[src/rtl/fetch.sv]
// fetch: RV32I instruction fetch stage for the rysyCore pipeline.
// Holds the PC and issues one word read at a time over req/gnt/rvalid. The
// result goes to decode as {inst, inst_pc, inst_valid}. A one-entry skid
// buffer catches a response that lands while decode is stalled.
// A redirect from execute always wins over everything else.
// Optional feature macro: FETCH_MISALIGN_EN. When it is defined, a misaligned
// redirect target raises misalign and parks fetch in HALT. When it is not
// defined, the low two target bits are cleared.
module fetch #(
   parameter logic [31:0] RESET_PC = 32'h0000_0000,
   parameter logic [31:0] NOP_INST = 32'h0000_0013
) (
   input  logic        clk,
   input  logic        rst,
   output logic        imem_req,
   output logic [31:0] imem_addr,
   input  logic        imem_gnt,
   input  logic        imem_rvalid,
   input  logic [31:0] imem_rdata,
   input  logic        stall,
   input  logic        redirect,
   input  logic [31:0] redirect_pc,
   output logic [31:0] inst,
   output logic [31:0] inst_pc,
   output logic        inst_valid,
   output logic        misalign
);

   typedef enum logic [1:0] {S_REQ, S_WAIT, S_HALT} state_e;

   state_e      state_q, state_d;
   logic [31:0] pc_q, pc_d;
   logic [31:0] req_pc_q, req_pc_d;       // address of the outstanding request
   logic        kill_q, kill_d;           // outstanding response must be dropped
   logic        skid_valid_q, skid_valid_d;
   logic [31:0] skid_inst_q, skid_inst_d;
   logic [31:0] skid_pc_q, skid_pc_d;
   logic [31:0] inst_q, inst_d;
   logic [31:0] inst_pc_q, inst_pc_d;
   logic        inst_valid_q, inst_valid_d;
   logic        imem_req_q, imem_req_d;
`ifdef FETCH_MISALIGN_EN
   logic        misalign_q, misalign_d;
`endif

   logic        granted;
   logic        word_arrives;
   logic        word_to_out;
   logic        consume;
   logic        pending;
   logic [31:0] target_pc;

   assign granted      = imem_req_q && imem_gnt;
   assign word_arrives = (state_q == S_WAIT) && imem_rvalid && !kill_q;
   assign word_to_out  = word_arrives && (!inst_valid_q || !stall);
   assign consume      = inst_valid_q && !stall;
   // a response is still owed by memory after this edge unless it lands now
   assign pending      = ((state_q == S_WAIT) && !imem_rvalid) ||
                         ((state_q == S_REQ) && granted) ||
                         ((state_q == S_HALT) && kill_q && !imem_rvalid);
   assign target_pc    = redirect_pc & ~32'h3;

   // next-state: request sequencing, output/skid handshake, redirect override
   always_comb begin
      // NOTE: every _d starts from its _q so no path through this block infers a latch.
      state_d      = state_q;
      pc_d         = pc_q;
      req_pc_d     = req_pc_q;
      kill_d       = kill_q;
      skid_valid_d = skid_valid_q;
      skid_inst_d  = skid_inst_q;
      skid_pc_d    = skid_pc_q;
      inst_d       = inst_q;
      inst_pc_d    = inst_pc_q;
      inst_valid_d = inst_valid_q;
`ifdef FETCH_MISALIGN_EN
      misalign_d   = misalign_q;
`endif

      case (state_q)
         S_REQ: begin
            if (granted) begin
               state_d  = S_WAIT;
               pc_d     = pc_q + 32'd4;
               req_pc_d = pc_q;
            end
         end
         S_WAIT: begin
            if (imem_rvalid) begin
               state_d = S_REQ;
               if (kill_q) begin
                  kill_d = 1'b0;
               end else if (word_to_out) begin
                  inst_d       = imem_rdata;
                  inst_pc_d    = req_pc_q;
                  inst_valid_d = 1'b1;
               end else begin
                  skid_valid_d = 1'b1;
                  skid_inst_d  = imem_rdata;
                  skid_pc_d    = req_pc_q;
               end
            end
         end
         default: begin
            // HALT: a stale response drains silently
            if (imem_rvalid) kill_d = 1'b0;
         end
      endcase

      // decode took the current word and no fresh word replaced it
      if (consume && !word_to_out) begin
         if (skid_valid_q) begin
            inst_d       = skid_inst_q;
            inst_pc_d    = skid_pc_q;
            skid_valid_d = 1'b0;
         end else begin
            inst_d       = NOP_INST;
            inst_valid_d = 1'b0;
         end
      end

      if (redirect) begin
         pc_d         = target_pc;
         inst_d       = NOP_INST;
         inst_valid_d = 1'b0;
         skid_valid_d = 1'b0;
         kill_d       = pending;
         state_d      = pending ? S_WAIT : S_REQ;
`ifdef FETCH_MISALIGN_EN
         misalign_d   = |redirect_pc[1:0];
         if (|redirect_pc[1:0]) state_d = S_HALT;
`endif
      end

      imem_req_d = (state_d == S_REQ) && !skid_valid_d;
   end

   // state registers with asynchronous reset
   always_ff @(posedge clk or posedge rst) begin
      if (rst) begin
         state_q      <= S_REQ;
         pc_q         <= RESET_PC;
         req_pc_q     <= RESET_PC;
         kill_q       <= 1'b0;
         skid_valid_q <= 1'b0;
         skid_inst_q  <= NOP_INST;
         skid_pc_q    <= RESET_PC;
         inst_q       <= NOP_INST;
         inst_pc_q    <= RESET_PC;
         inst_valid_q <= 1'b0;
         imem_req_q   <= 1'b0;
`ifdef FETCH_MISALIGN_EN
         misalign_q   <= 1'b0;
`endif
      end else begin
         // NOTE: non-blocking so every flop samples the pre-edge value of the others.
         state_q      <= state_d;
         pc_q         <= pc_d;
         req_pc_q     <= req_pc_d;
         kill_q       <= kill_d;
         skid_valid_q <= skid_valid_d;
         skid_inst_q  <= skid_inst_d;
         skid_pc_q    <= skid_pc_d;
         inst_q       <= inst_d;
         inst_pc_q    <= inst_pc_d;
         inst_valid_q <= inst_valid_d;
         imem_req_q   <= imem_req_d;
`ifdef FETCH_MISALIGN_EN
         misalign_q   <= misalign_d;
`endif
      end
   end

   assign imem_req   = imem_req_q;
   assign imem_addr  = pc_q;
   assign inst       = inst_q;
   assign inst_pc    = inst_pc_q;
   assign inst_valid = inst_valid_q;
`ifdef FETCH_MISALIGN_EN
   assign misalign   = misalign_q;
`else
   assign misalign   = 1'b0;
`endif

endmodule

[config.mk]
export PLATFORM = sky130hd
export DESIGN_NAME = fetch
export DESIGN_NICKNAME = d
export VERILOG_FILES = /design/src/rtl/fetch.sv
export SDC_FILE = /design/constraint.sdc
export NUM_CORES = 1
export LEC_CHECK = 0
export ABC_AREA = 1
export CAP_MARGIN = 15
export CORE_ASPECT_RATIO = 1.2
export CORE_MARGIN = 8
export CORE_UTILIZATION = 40
export DETAILED_ROUTE_END_ITERATION = 8
export SYNTH_ARGS = -nofsm -noshare
export SYNTH_HDL_FRONTEND = slang
export SYNTH_SLANG_ARGS = --single-unit
[constraint.sdc]
create_clock -name clk -period 22.1 [get_ports clk]
set_input_delay 5.525 -clock clk [delete_from_list [all_inputs] [get_ports clk]]
set_output_delay 5.525 -clock clk [all_outputs]
set_load 0.1 [all_outputs]
Word level (Yosys, flattened, before mapping). Index checks and enable logic that the tools add are counted.

Output and inout bits: 99. Input port bits: 70. Register bits: 198.

Multiplexer cells: 38. $add $sub $neg: 1. Equal/unequal tests: 4. Reduce and logical (&&, ||, !) cells: 33. Bitwise operators: 2.

Operator list (number): two-way mux 32 bit (16); adder 32 x 3 -> 32 bit, second input constant (1); two-way mux 1 bit (18); logical AND 1 bit (11); nonzero test 3 bit (3); AND reduction 4 bit (2); zero test 1 bit (6); two-way mux 2 bit (3); AND reduction 2 bit (3); nonzero test 2 bit (3); zero test 2 bit (2); one-hot mux 2 bit (2 select lines) (1); logical OR 1 bit (3); inequality test 3 x 2 -> 1 bit, second input constant (1); equality test 2 x 1 -> 1 bit, second input constant (1); equality test 2 bit, second input constant (1); inequality test 2 bit, second input constant (1); NOT 1 bit (2).

Longest topological paths before layout.
Depth in word-level cells: 13. Mapped depth: 10. Gate-level depth less buffers: 10.

Worst setup path after synthesis. OpenSTA, ideal clock, no wires.

Path type: register to output. From: register pc_q[2] (netlist: imem_addr[2]). To: output port imem_addr[2]. Data arrival time: 0.985 ns. Cell stages (with the launch flop): 1. Buffers on the path: 0. Setup slack: 15.590 ns. Cells stage by stage: dfrtp_1.

RTL lines: from (decl) (line 32) `logic [31:0] pc_q, pc_d;`; from (signal assigned) (line 158) `pc_q <= pc_d;`; to (decl) (line 16) `output logic [31:0] imem_addr,`.

No word-level cell between the ends.

Worst setup path after layout.
From: input port imem_rvalid. To: register imem_req_q (netlist: imem_req).

Longest elaborated chain between the ends: 12. Elaborated cells between the ends (all ways): 24. Those cells by class: mux (11); reduce/logical (13).

RTL lines: from (decl) (line 18) `input logic imem_rvalid,`; logical AND 1 bit (2 in a row) (line 54) `assign word_arrives = (state_q == S_WAIT) && imem_rvalid && !kill_q;`; logical AND 1 bit (line 55) `assign word_to_out = word_arrives && (!inst_valid_q || !stall);`; two-way mux 1 bit (line 93) `end else if (word_to_out) begin`; two-way mux 1 bit (line 91) `if (kill_q) begin`; two-way mux 1 bit (line 89) `if (imem_rvalid) begin`; two-way mux 1 bit (line 80) `case (state_q)`; two-way mux 1 bit (line 112) `if (skid_valid_q) begin`; two-way mux 1 bit * (line 111) `if (consume && !word_to_out) begin`; two-way mux 1 bit * (line 122) `if (redirect) begin`; via skid_valid_d (line 35) `logic skid_valid_q, skid_valid_d;`; zero test 1 bit * (line 135) `imem_req_d = (state_d == S_REQ) && !skid_valid_d;`; logical AND 1 bit * (line 135); via imem_req_d (line 41) `logic imem_req_q, imem_req_d;`; to (signal assigned) (line 167) `imem_req_q <= imem_req_d;`; to (decl) (line 41).

Mark *: on every way through the listed nets, which the timed path passes. The rest lies on a longest branch. A chain may end at the register's enable or synchronous reset.

==> run summary <==
Outcome: complete, no violations
GRT Overall Usage: 18.92%
Post-Syn Area per Cell: 7.492 um2
Hold Vio Cnt, Final: 0
DRC Markers: 0
Maxcap violations: 0
Register Area: 4812 um2
Overflow after GRT: 0
Gpl congestion: 0.9689
RSZ-0062 raised after global routing: false
Worst-Skew Late Latency: 0.43 ns
Setup bufs post-CTS: 0
R2R setup slack: 19.39 ns
Top post-synthesis cells by area: dfrtp_1 (50%), nand2_1 (22%), nand3_1 (6.3%)
CP Launch Type: primary input
Layout cell share with drive strength beyond 1: 5.054%
Row cnt: 61
# IOs: 169
Reg clk slew, reported paths: 0.06 ns
Pre-antenna DRT Iters: 6
Final setup vio count: 0
Clock Skews: 0.01303 ns
Filler Cells Inserted: 2,343
Ratio of final minimum period to clock period: 35.86%
Maximum root-to-sink buffer count: 2
Arrival time worst endpoint: 8.23 ns
Die Y: 183.4 um
Tmin final: 7.925 ns
CTS tree: built
Post-DR wirelength/cell: 15.61 um
Post-CTS Resized: 0
Pleak: 5.966 nW
Area growth syn-to-layout: 25.01%
CORE AREA: 23,050 um2
Largest net degree at the start of global routing: 116
Die Wd: 155.5 um
Crit-path max FO: 64
HPWL Detailed: 17,680 um
Critical Path Sink Type: register
Multi-input gate area: 3847 um2
Clk sinks: 192
Peak Freq: 0.1262 GHz
Worst slack, placed: 13.66 ns
Root Driver: clkbuf_16
Yosys warnings: 0
Iter 0 DRT Violations: 476
Synth top area share: 49.86%
Seq/Total Area, Yosys: 51.55%
Initial antenna violation count: 0
Final Worst Setup Slack: 14.18 ns
Setup TNS: 0 ns
Buffers on Ports: 163
Commonest non-fill, non-tap cell in the layout: nand2_1
Relative slew slack: 28.08%
Hold-fix buffers, CTS: 0
Commonest non-fill, non-tap cells in the layout: nand2_1 (543), dfrtp_1 (186), clkdlybuf4s50_1 (163)
Setup Crit Path Kind: primary input to register
Slew Viols, Final: 0
Aggregate routed wire length: 26,530 um
Global-route wire length before repair: 42,860 um
Unique masters post-synth: 33
Fin nets: 1,444
Yosys reg bits: 192
H-tree Lvls: 4
Critical path required time: 22.41 ns
Antenna viol nets, final: 0
CTS Buf Count: 17
Core Util, Final: 50.63%
Die ar.: 28,500 um2
Synth Cell Area: 9335 um2
Number of global-route vias before repair: 8,103
HP Class: register to register
Tightest Pin Transition: 1.078 ns
Antenna diode count: 0
Starting Density: 40.50%
Via count: 8,229
PwrDens: 124.7 nW/um2
Cells after Synth: 1,246
Maximum vdd drop: 83.48 uV
Area leader, netlist: dfrtp_1
Via density: 4.841
-- state kept, by name, summed over array words and instances (netlist names), 2 cells and up --
signal / count
inst: 32
inst_pc: 32
skid_inst_q: 32
imem_addr: 30
req_pc_q: 30
skid_pc_q: 30
state_q: 2
-- where the power goes --
part	internal [mW]	total, mW	leakage, nW	switching [mW]
Sequential	0.453	0.527	2.50	0.0741
Combinational	0.151	0.641	3.19	0.490
Clock	0.155	0.288	0.272	0.132
Total	0.759	1.46	5.97	0.696
-- critical path, cell delays in order --
cell             delay (ns)
clkdlybuf4s50_1        0.49
inv_2                  0.07
nor2_4                 0.10
nand3_4                0.12
inv_4                  0.57
nand2_2                0.58
buf_4                  0.46
a21oi_2                0.22
nor2_1                 0.05
-- path summary, 6_finish.rpt --
check,startpoint,endpoint,cells past startpoint
max,imem_rvalid,imem_req$_DFF_PP0_,9
max reg2reg,kill_q$_DFFE_PP0P_,imem_req$_DFF_PP0_,7
max in group asynchronous,rst,inst_pc[16]$_DFF_PP0_,3
min,skid_inst_q[0]$_DFFE_PP1P_,skid_inst_q[0]$_DFFE_PP1P_,2
min reg2reg,skid_inst_q[0]$_DFFE_PP1P_,skid_inst_q[0]$_DFFE_PP1P_,2
min in group asynchronous,rst,inst_pc[8]$_DFF_PP0_,2
-- synth_stat cells --
| library cell | count |
|---|---|
| inv_1 | 87 |
| nor3_1 | 1 |
| o21ai_0 | 69 |
| buf_2 | 30 |
| nand3_1 | 118 |
| nand3_2 | 2 |
| buf_1 | 6 |
| o211ai_1 | 3 |
| buf_4 | 8 |
| a21oi_1 | 3 |
| nand4_1 | 30 |
| nor2_4 | 1 |
| nand3_4 | 2 |
| o21ai_1 | 22 |
| dfstp_2 | 6 |
| dfrtp_1 | 186 |
| nand2_1 | 544 |
| buf_6 | 1 |
| inv_4 | 1 |
| o21bai_1 | 1 |
| nand2_2 | 2 |
| inv_2 | 7 |
| xor2_1 | 6 |
| clkbuf_1 | 20 |
| a21oi_2 | 1 |
| xnor2_1 | 1 |
| a31oi_1 | 2 |
| nor2_1 | 74 |
| clkbuf_2 | 2 |
| ha_1 | 1 |
| nand3b_1 | 3 |
| nor2_2 | 5 |
| conb_1 | 1 |
-- area by class of cell --
| cell class | instances | share of cell area (%) |
|---|---|---|
| sequential | 192 | 41.24 |
| multi-input combinational | 894 | 32.97 |
| timing repair buffer | 173 | 14.62 |
| clock buffer | 22 | 4.149 |
| tap | 315 | 3.377 |
| inverter | 95 | 3.141 |
| clock inverter | 9 | 0.5039 |
-- stage by stage --
step	cell area [um2]	power [mW]	cells	hold WS, ns
2_1_floorplan	9343	1.010	1248	0.4367
3_3_place_gp	11130	1.173	1669	0.4492
3_5_place_dp	11130	1.180	1669	0.4533
4_1_cts	11670	1.472	1700	0.4642
5_1_grt	11670	1.535	1700	0.4714
6_report	11670	1.455	1700	0.4632
-- cells by family (layout without fill, tap and decap cells) --
family / Yosys count / count (layout) / share of synthesized area (%)
flops: 192 / 192 / 51.55
other cells: 1 / 3 / 0.04017
compound gates: 101 / 101 / 5.589
simple gates: 782 / 782 / 34.66
xor+xnor: 7 / 7 / 0.6568
buf+inv: 162 / 299 / 7.372
fa+ha+maj: 1 / 1 / 0.1340
-- per-layer routing --
| layer | wire [um] | vias up | track usage [%] |
|---|---|---|---|
| met3 | 1315 | 25 | 4.026 |
| met4 | 370 | 0 | 5.871 |
| met5 | 0 | - | 0 |
| met1 | 11800 | 3849 | 23.27 |
| met2 | 13040 | 192 | 32.65 |
| li1 | - | 4163 | - |
No activity file was read; power rests on OpenSTA's default activity.
